[src/rtl/bt_cmd_pkg.sv]
`default_nettype none
// ---------------------------------------------------------------------------
// bt_cmd_pkg : drive-command byte set and receiver FSM encoding
// Rev 1.0
// ---------------------------------------------------------------------------
package bt_cmd_pkg;

    localparam logic [7:0] CMD_STOP  = 8'hC0;
    localparam logic [7:0] CMD_FWD   = 8'hF9;
    localparam logic [7:0] CMD_LEFT  = 8'hB0;
    localparam logic [7:0] CMD_RIGHT = 8'h99;
    localparam logic [7:0] CMD_BACK  = 8'hA4;

    typedef enum logic [2:0] {
        ST_IDLE  = 3'd0,
        ST_START = 3'd1,
        ST_DATA  = 3'd2,
        ST_STOP  = 3'd3,
        ST_BREAK = 3'd4
    } rx_state_t;

    function automatic logic is_legal_cmd(input logic [7:0] b);
        logic legal;
        legal = 1'b0;
        case (b)
            CMD_STOP, CMD_FWD, CMD_LEFT, CMD_RIGHT, CMD_BACK: legal = 1'b1;
            default:                                          legal = 1'b0;
        endcase
        return legal;
    endfunction

endpackage
`default_nettype wire

[src/rtl/uart_rx_8n1.sv]
`default_nettype none
// ---------------------------------------------------------------------------
// uart_rx_8n1 : 2-FF synchronised 8N1 receiver with mid-bit sampling
// Rev 1.0
// ---------------------------------------------------------------------------
module uart_rx_8n1
    import bt_cmd_pkg::*;
#(
    parameter int BIT_CYC = 5208
) (
    input  logic       clk,
    input  logic       rst,
    input  logic       rxd,
    output logic [7:0] rx_byte,
    output logic       byte_done,
    output logic       frame_err
);

    localparam int CNT_W = (BIT_CYC > 2) ? $clog2(BIT_CYC) : 1;
    localparam logic [CNT_W-1:0] CNT_LAST = CNT_W'(BIT_CYC - 1);
    localparam logic [CNT_W-1:0] CNT_HALF = CNT_W'(BIT_CYC / 2 - 1);

    logic [1:0]       sync;
    logic             rxs;
    rx_state_t        state;
    logic [CNT_W-1:0] cnt;
    logic [2:0]       idx;
    logic [7:0]       shreg;

    always_ff @(posedge clk or negedge rst) begin
        if (!rst) begin
            sync <= 2'b11;
        end else begin
            sync <= {sync[0], rxd};
        end
    end

    assign rxs = sync[1];

    always_ff @(posedge clk or negedge rst) begin
        if (!rst) begin
            state     <= ST_IDLE;
            cnt       <= '0;
            idx       <= 3'd0;
            shreg     <= 8'h00;
            rx_byte   <= 8'h00;
            byte_done <= 1'b0;
            frame_err <= 1'b0;
        end else begin
            byte_done <= 1'b0;
            frame_err <= 1'b0;
            case (state)
                ST_IDLE: begin
                    if (!rxs) begin
                        state <= ST_START;
                        cnt   <= '0;
                    end
                end
                ST_START: begin
                    // Re-check at mid start bit so short low glitches are ignored
                    if (cnt == CNT_HALF) begin
                        cnt <= '0;
                        idx <= 3'd0;
                        state <= rxs ? ST_IDLE : ST_DATA;
                    end else begin
                        cnt <= cnt + 1'b1;
                    end
                end
                ST_DATA: begin
                    if (cnt == CNT_LAST) begin
                        cnt   <= '0;
                        shreg <= {rxs, shreg[7:1]};
                        if (idx == 3'd7) begin
                            state <= ST_STOP;
                        end else begin
                            idx <= idx + 3'd1;
                        end
                    end else begin
                        cnt <= cnt + 1'b1;
                    end
                end
                ST_STOP: begin
                    if (cnt == CNT_LAST) begin
                        cnt <= '0;
                        if (rxs) begin
                            rx_byte   <= shreg;
                            byte_done <= 1'b1;
                            state     <= ST_IDLE;
                        end else begin
                            frame_err <= 1'b1;
                            state     <= ST_BREAK;
                        end
                    end else begin
                        cnt <= cnt + 1'b1;
                    end
                end
                ST_BREAK: begin
                    if (rxs) begin
                        state <= ST_IDLE;
                    end
                end
                default: begin
                    state <= ST_IDLE;
                end
            endcase
        end
    end

endmodule
`default_nettype wire

[src/rtl/bt_cmd_uart_rx.sv]
`default_nettype none
// ---------------------------------------------------------------------------
// bt_cmd_uart_rx : BT UART command receiver with validation and link watchdog
// Rev 1.0
// ---------------------------------------------------------------------------
module bt_cmd_uart_rx
    import bt_cmd_pkg::*;
#(
    parameter int CLK_HZ      = 50_000_000,
    parameter int BAUD        = 9600,
    parameter int BIT_CYC     = CLK_HZ / BAUD,
    parameter int TIMEOUT_CYC = 25_000_000
) (
    input  logic       clk,
    input  logic       rst,
    input  logic       rxd,
    output logic [7:0] cmd,
    output logic       cmd_valid,
    output logic       frame_err,
    output logic       bad_cmd,
    output logic       link_lost
);

    localparam int WD_W = (TIMEOUT_CYC > 2) ? $clog2(TIMEOUT_CYC) : 1;
    localparam logic [WD_W-1:0] WD_LAST = WD_W'(TIMEOUT_CYC - 1);

    logic [7:0]      rx_byte;
    logic            byte_done;
    logic            legal;
    logic [WD_W-1:0] wd;

    uart_rx_8n1 #(
        .BIT_CYC (BIT_CYC)
    ) u_rx (
        .clk       (clk),
        .rst       (rst),
        .rxd       (rxd),
        .rx_byte   (rx_byte),
        .byte_done (byte_done),
        .frame_err (frame_err)
    );

    assign legal = is_legal_cmd(rx_byte);

    always_ff @(posedge clk or negedge rst) begin
        if (!rst) begin
            cmd       <= CMD_STOP;
            cmd_valid <= 1'b0;
            bad_cmd   <= 1'b0;
            link_lost <= 1'b0;
            wd        <= '0;
        end else begin
            cmd_valid <= 1'b0;
            bad_cmd   <= 1'b0;
            // A fresh legal command takes priority over a coincident timeout
            if (byte_done && legal) begin
                cmd       <= rx_byte;
                cmd_valid <= 1'b1;
                link_lost <= 1'b0;
                wd        <= '0;
            end else begin
                if (byte_done) begin
                    bad_cmd <= 1'b1;
                end
                if (wd == WD_LAST) begin
                    cmd       <= CMD_STOP;
                    link_lost <= 1'b1;
                end else begin
                    wd <= wd + 1'b1;
                end
            end
        end
    end

endmodule
`default_nettype wire

[config.mk]
export PLATFORM = sky130hd
export DESIGN_NAME = bt_cmd_uart_rx
export DESIGN_NICKNAME = d
export VERILOG_FILES = /design/src/rtl/bt_cmd_pkg.sv /design/src/rtl/uart_rx_8n1.sv /design/src/rtl/bt_cmd_uart_rx.sv
export SDC_FILE = /design/constraint.sdc
export NUM_CORES = 1
export LEC_CHECK = 0
export ABC_CLOCK_PERIOD_IN_PS = 2400
export CAP_MARGIN = 10
export CORE_ASPECT_RATIO = 0.6
export CORE_MARGIN = 5
export CORE_UTILIZATION = 54
export DETAILED_ROUTE_END_ITERATION = 8
export HOLD_SLACK_MARGIN = 0.1
export PLACE_DENSITY_LB_ADDON = 0.15
export RECOVER_POWER = 100
export SLEW_MARGIN = 10
export SYNTH_ARGS = -nofsm -noshare
export SYNTH_HDL_FRONTEND = slang
export SYNTH_SLANG_ARGS = --single-unit
[constraint.sdc]
create_clock -name clk -period 2.4 [get_ports clk]
set_input_delay 0.48 -clock clk [delete_from_list [all_inputs] [get_ports clk]]
set_output_delay 0.48 -clock clk [all_outputs]
set_load 0.03 [all_outputs]
Word-level counts from Yosys, hierarchy flattened --
Index checks and enable logic that the tools add are counted.
Storage, ports and cells: logic and storage cells 82, register bits 75, bits of input ports 3, output and inout port bits 12
Cells by class: add/subtract/negate cells 3, equality and inequality tests 21, reduce and logical (&&, ||, !) cells 12, multiplexer cells 33
Operators by type and width (count):
- 2-to-1 mux 25 bit | 2
- equality test 8 bit (second input constant) | 5
- 2-to-1 mux 13 bit | 3
- case mux 13 bit (3 select lines) | 1
- 2-to-1 mux 3 bit | 10
- adder 25 x 1 -> 25 bit (second input constant) | 1
- equality test 25 bit (second input constant) | 1
- 2-to-1 mux 8 bit | 2
- case mux 3 bit (5 select lines) | 1
- adder 13 x 1 -> 13 bit (second input constant) | 1
- equality test 13 x 12 -> 1 bit (second input constant) | 1
- equality test 13 bit (second input constant) | 1
- 2-to-1 mux 1 bit | 12
- inequality test 2 x 1 -> 1 bit (second input constant) | 5
- equality test 3 x 2 -> 1 bit (second input constant) | 2
- equality test 3 bit (second input constant) | 2
- inequality test 2 bit (second input constant) | 3
- case mux 3 bit (2 select lines) | 1
- AND reduction 6 bit | 1
- OR reduction 5 bit | 1
- AND reduction 2 bit | 2
- AND reduction 4 bit | 1
- nonzero test 2 bit | 2
- adder 3 x 1 -> 3 bit (second input constant) | 1
- other kinds (7) | 7

Logic depth before layout (Yosys ltp) --
Gate-level depths: netlist (run 1).
depth in word-level cells 5, gate-level depth with buffers 7, mapped depth without buffers 6

Hierarchy --
From an unflattened synthesis (run 1), not the netlist that was laid out.
Second synthesis, totals: cell total of the unflattened synthesis 350, area, all modules 3838.7 um2
Modules (own cells, without submodules):
- uart_rx_8n1 | sequential area each 978.4 um2, cells an instance 182, instances 1, area each 2039.5 um2
- bt_cmd_uart_rx | sequential area each 903.4 um2, cells an instance 168, instances 1, area each 1799.2 um2

Worst setup path after synthesis (run 1) --
OpenSTA, ideal clock, no wires.
path type reg2reg, start point register wd[15], end point register wd[2], data arrival time 2243 ps, path buffers 1, path slack 76 ps, data required time 2319 ps, clock period less this slack 2324 ps, library setup time 81 ps, stages on the path, launching flop included 7, cells stage by stage dfrtp_1 or4b_1 or4_4 or3_1 buf_6 and3_4 nor3_2
On the way: cells in the longest elaborated chain, start to end 2
Ends and longest elaborated chain:
- start, declared | RTL line bt_cmd_uart_rx.sv:30 | logic [WD_W-1:0] wd;
- start signal, assigned | RTL line bt_cmd_uart_rx.sv:69 | wd <= wd + 1'b1;
- equality test 25 bit | RTL line bt_cmd_uart_rx.sv:65 | if (wd == WD_LAST) begin
- inequality test 2 bit (no line)
No other way between the ends. A chain may end at the register's enable or synchronous reset.

Worst setup path in the final report (run 1) --
start point register u_rx.cnt[1], end point register u_rx.cnt[12]
On the way: cells in the longest elaborated chain, start to end 3, elaborated cells between the ends (all ways) 6, classes of those cells add/sub (1); eq/ne (2); mux (3)
Ends and longest elaborated chain:
- start, declared | RTL line uart_rx_8n1.sv:26 | logic [CNT_W-1:0] cnt;
- start signal, assigned | RTL line uart_rx_8n1.sv:66 | cnt <= cnt + 1'b1;
- start signal, assigned | RTL line uart_rx_8n1.sv:79 | cnt <= cnt + 1'b1;
- start signal, assigned | RTL line uart_rx_8n1.sv:94 | cnt <= cnt + 1'b1;
- adder 13 x 1 -> 13 bit, or another cell as far along | RTL line uart_rx_8n1.sv:66, uart_rx_8n1.sv:79, uart_rx_8n1.sv:94
- 2-to-1 mux 13 bit (on tied branches) | RTL line uart_rx_8n1.sv:70, uart_rx_8n1.sv:83, uart_rx_8n1.sv:61
- case mux 13 bit (3 select lines) (*) | RTL line uart_rx_8n1.sv:52 | case (state)
Every way passes the cells marked *; elsewhere a longest branch is shown, timed or not.

==> load_flow_metrics.sql, run 1 <==
INSERT INTO impl_metrics (metric_group, metric, value, unit) VALUES
('status', 'run_status', 'completed', ''),
('clock_network', 'clk_pin_slew_worst_paths', '0.08', 'ns'),
('sta', 'period_share', '97.1', '%'),
('die', 'floorplan.die.height', '72.6', 'um'),
('die', 'die_width', '114', 'um'),
('place', 'gp_routability_congestion', '0.851', ''),
('synthesis', 'mappedNetlistNets', '350', ''),
('final_layout', 'design.final.nets', '389', ''),
('synthesis', 'synth_seq_area_share', '53.3', '%'),
('global_route', 'first_global_vias', '2382', ''),
('critical_path', 'crit_path_max_fanout', '10', ''),
('die', 'die_footprint', '8310', 'um2'),
('global_route', 'first_pass_grt_wire_length', '12.3', 'mm'),
('drt', 'drt_iter0_drc', '202', ''),
('sta', 'tns', '0', 'ns'),
('place', 'placement.setup.worst_slack', '0.0361', 'ns'),
('die', 'design.portCount', '15', ''),
('clock_network', 'cts_max_level', '3', ''),
('global_route', 'track_usage', '19.5', '%'),
('critical_path', 'cp-start-kind', 'register', ''),
('sta', 'final.setup_skew', '0.00774', 'ns'),
('drt', 'num_vias', '2626', ''),
('sta', 'rsz0062_at_grt', 'no', ''),
('clock_network', 'cts.root.buffer_cell', 'sky130_fd_sc_hd__clkbuf_8', ''),
('drt', 'drt-wirelength-per-cell', '15.5', 'um'),
('sta', 'maxSlewViolCount', '0', ''),
('drt', 'first_pass_iters', '5', ''),
('drt', 'detail_route.wirelength', '7.29', 'mm'),
('critical_path', 'timing.critical_path.arrival', '2.57', 'ns'),
('clock_network', 'cts_inserted_buffers', '9', ''),
('critical_path', 'type_of_element_capturing_the_critical_path', 'register', ''),
('final_layout', 'nFillCells', '529', ''),
('synthesis', 'netlist_instances', '343', ''),
('final_layout', 'area_delta_synth_final', '16.9', '%'),
('place', 'detailed_place_hpwl', '5.12', 'mm'),
('final_layout', 'final_common_cell', 'sky130_fd_sc_hd__dfrtp_1', ''),
('sta', 'relSlewSlack', '27.3', '%'),
('synthesis', 'synth_top_cells_by_area', 'sky130_fd_sc_hd__dfrtp_1, sky130_fd_sc_hd__mux2_2, sky130_fd_sc_hd__nor2_1', ''),
('synthesis', 'yosysWarnings', '0', ''),
('drt', 'ant_nets', '0', ''),
('sta', 'worst_slew_pin_slew', '1.09', 'ns'),
('clock_network', 'hold_fix_buffer_count_after_cts', '0', ''),
('final_layout', 'antenna-diode-count', '0', ''),
('clock_network', 'post_cts_buffers', '0', ''),
('place', 'portBuffers', '14', ''),
('synthesis', 'yosysTopAreaCell', 'sky130_fd_sc_hd__dfrtp_1', ''),
('final_layout', 'multi_input_comb_area', '1580', 'um2'),
('sta', 'period_needed', '2.33', 'ns'),
('final_layout', 'final_layout_size_suffix_gt1_share', '18.9', '%'),
('pwr', 'fin_total_pwr', '2.22', 'mW'),
('critical_path', 'timing.critical_path.required', '2.64', 'ns'),
('global_route', 'grt_start_max_net_pins', '47', ''),
('sta', 'setup_viol_count_final', '0', ''),
('synthesis', 'syn-cell-area', '3530', 'um2'),
('clock_network', 'cts_tree', 'done', ''),
('clock_network', 'worst_skew_pair.late_latency', '0.37', 'ns'),
('pwr', 'pwr_density_cell', '537', 'nW/um2'),
('place', 'post_dp_cell_area', '3970', 'um2'),
('final_layout', 'register_area', '1880', 'um2'),
('worst_hold_path', 'hp-class', 'primary input to asynchronous set/reset pin', ''),
('job', 'max_cap_viol_count', '0', ''),
('pwr', 'peakVddDrop', '0.356', 'mV'),
('sta', 'fmaxAchievable', '429', 'MHz'),
('clock_network', 'tritoncts_num_sinks', '75', ''),
('clock_network', 'postCtsResizedCells', '0', ''),
('sta', 'hold_violations', '0', ''),
('clock_network', 'cts_buffer_depth', '2', ''),
('synthesis', 'share_of_the_synthesized_area_in_the_top_cell_type', '50.3', '%'),
('synthesis', 'ys_ff_latch', '75', ''),
('global_route', 'grt-ovfl-total', '0', ''),
('drt', 'drc', '0', '');
## cell families after synthesis
kind of cell             after synthesis  share of synthesized area [%]
AO/OA/AOI/OAI                         42                           7.69
XOR/XNOR                              24                           5.95
adder cells (fa/ha/maj)                4                           1.42
buffers and inverters                 21                           2.44
flip-flops                            75                           53.3
multiplexers                          19                           5.95
AND/OR/NAND/NOR                      158                           23.3
## area by class of cell
class | instances | area share (%)
tap | 84 | 2.54
clock inverter | 5 | 0.909
inverter | 9 | 0.818
timing repair buffer | 40 | 8.24
clock buffer | 11 | 3.67
sequential | 75 | 45.6
multi-input combinational | 247 | 38.3
## state kept, by name, summed over array words and instances (netlist names), 2 cells and up
register,count
u_rx.rx_byte,8
u_rx.state,3
u_rx.idx,3
u_rx.shreg,8
u_rx.sync,2
wd,25
u_rx.cnt,13
cmd,8
## per-layer routing
layer	track usage [%]	wire length, um	vias up
met5	0	0	-
li1	-	-	1295
met3	7.62	667	7
met4	5.93	79	0
met1	31.5	3820	1236
met2	23.1	2720	88
## power by group
group / switching (mW) / total, mW / leakage, nW / internal, mW
registers: 0.00269 / 1.27 / 1.00 / 1.27
logic: 0.0243 / 0.0271 / 0.810 / 0.00279
clock network: 0.488 / 0.921 / 0.0915 / 0.433
## cells in the mapped netlist, types with 3 or more instances
library cell	instances
sky130_fd_sc_hd__dfrtp_1	71
sky130_fd_sc_hd__xor2_1	10
sky130_fd_sc_hd__clkbuf_1	10
sky130_fd_sc_hd__xnor2_1	14
sky130_fd_sc_hd__nand2_1	31
sky130_fd_sc_hd__and2_1	4
sky130_fd_sc_hd__a21oi_1	12
sky130_fd_sc_hd__o21ai_0	9
sky130_fd_sc_hd__a22o_1	3
sky130_fd_sc_hd__a41oi_1	3
sky130_fd_sc_hd__mux2_2	16
sky130_fd_sc_hd__inv_1	9
sky130_fd_sc_hd__and4_1	3
sky130_fd_sc_hd__nor3_1	10
sky130_fd_sc_hd__nand4_1	9
sky130_fd_sc_hd__dfstp_2	4
sky130_fd_sc_hd__nand3b_1	3
sky130_fd_sc_hd__nor2_1	46
sky130_fd_sc_hd__a31oi_1	5
sky130_fd_sc_hd__or3_1	6
sky130_fd_sc_hd__ha_1	4
sky130_fd_sc_hd__nand2b_1	3
sky130_fd_sc_hd__or4_1	3
sky130_fd_sc_hd__nand3_1	17
sky130_fd_sc_hd__nor4_1	4
sky130_fd_sc_hd__mux2i_1	3
## final timing paths
path / from / end / slack, ns / cells past startpoint
setup / recovery: u_rx.cnt[1]$_DFFE_PN0P_ / u_rx.cnt[12]$_DFFE_PN0P_ / 0.07 / 8
hold / removal: rst / u_rx.shreg[3]$_DFFE_PN0P_ / 0.30 / 1
setup reg to reg: u_rx.cnt[1]$_DFFE_PN0P_ / u_rx.cnt[12]$_DFFE_PN0P_ / 0.07 / 8
hold reg to reg: u_rx.sync[0]$_DFF_PN1_ / u_rx.sync[1]$_DFF_PN1_ / 0.36 / 0
max in group asynchronous: rst / wd[19]$_DFFE_PN0P_ / 0.77 / 2
min in group clk: u_rx.sync[0]$_DFF_PN1_ / u_rx.sync[1]$_DFF_PN1_ / 0.36 / 0
## worst max-delay path: stages, from the launching register on
cell	delay (ns)
sky130_fd_sc_hd__dfrtp_1	0.41
sky130_fd_sc_hd__ha_1	0.23
sky130_fd_sc_hd__or3b_2	0.51
sky130_fd_sc_hd__nor4_1	0.31
sky130_fd_sc_hd__buf_4	0.18
sky130_fd_sc_hd__o32ai_1	0.11
sky130_fd_sc_hd__buf_4	0.21
sky130_fd_sc_hd__a41oi_1	0.20
sky130_fd_sc_hd__a31oi_1	0.06
## stage by stage
step | hold slack, ns | cells
detailed placement | 0.351 | 455
CTS | 0.113 | 471
global placement | 0.348 | 455
finish | 0.302 | 471
floorplan | 0.184 | 343
global route | 0.370 | 471
No activity file was read; power rests on OpenSTA's default activity.
==> inputs of run 2 (changes only) <==
- TNS_END_PERCENT: default -> 100
==> results of run 2 <==
Same layout as run 1: the final DEF is identical, and so are final timing and power.
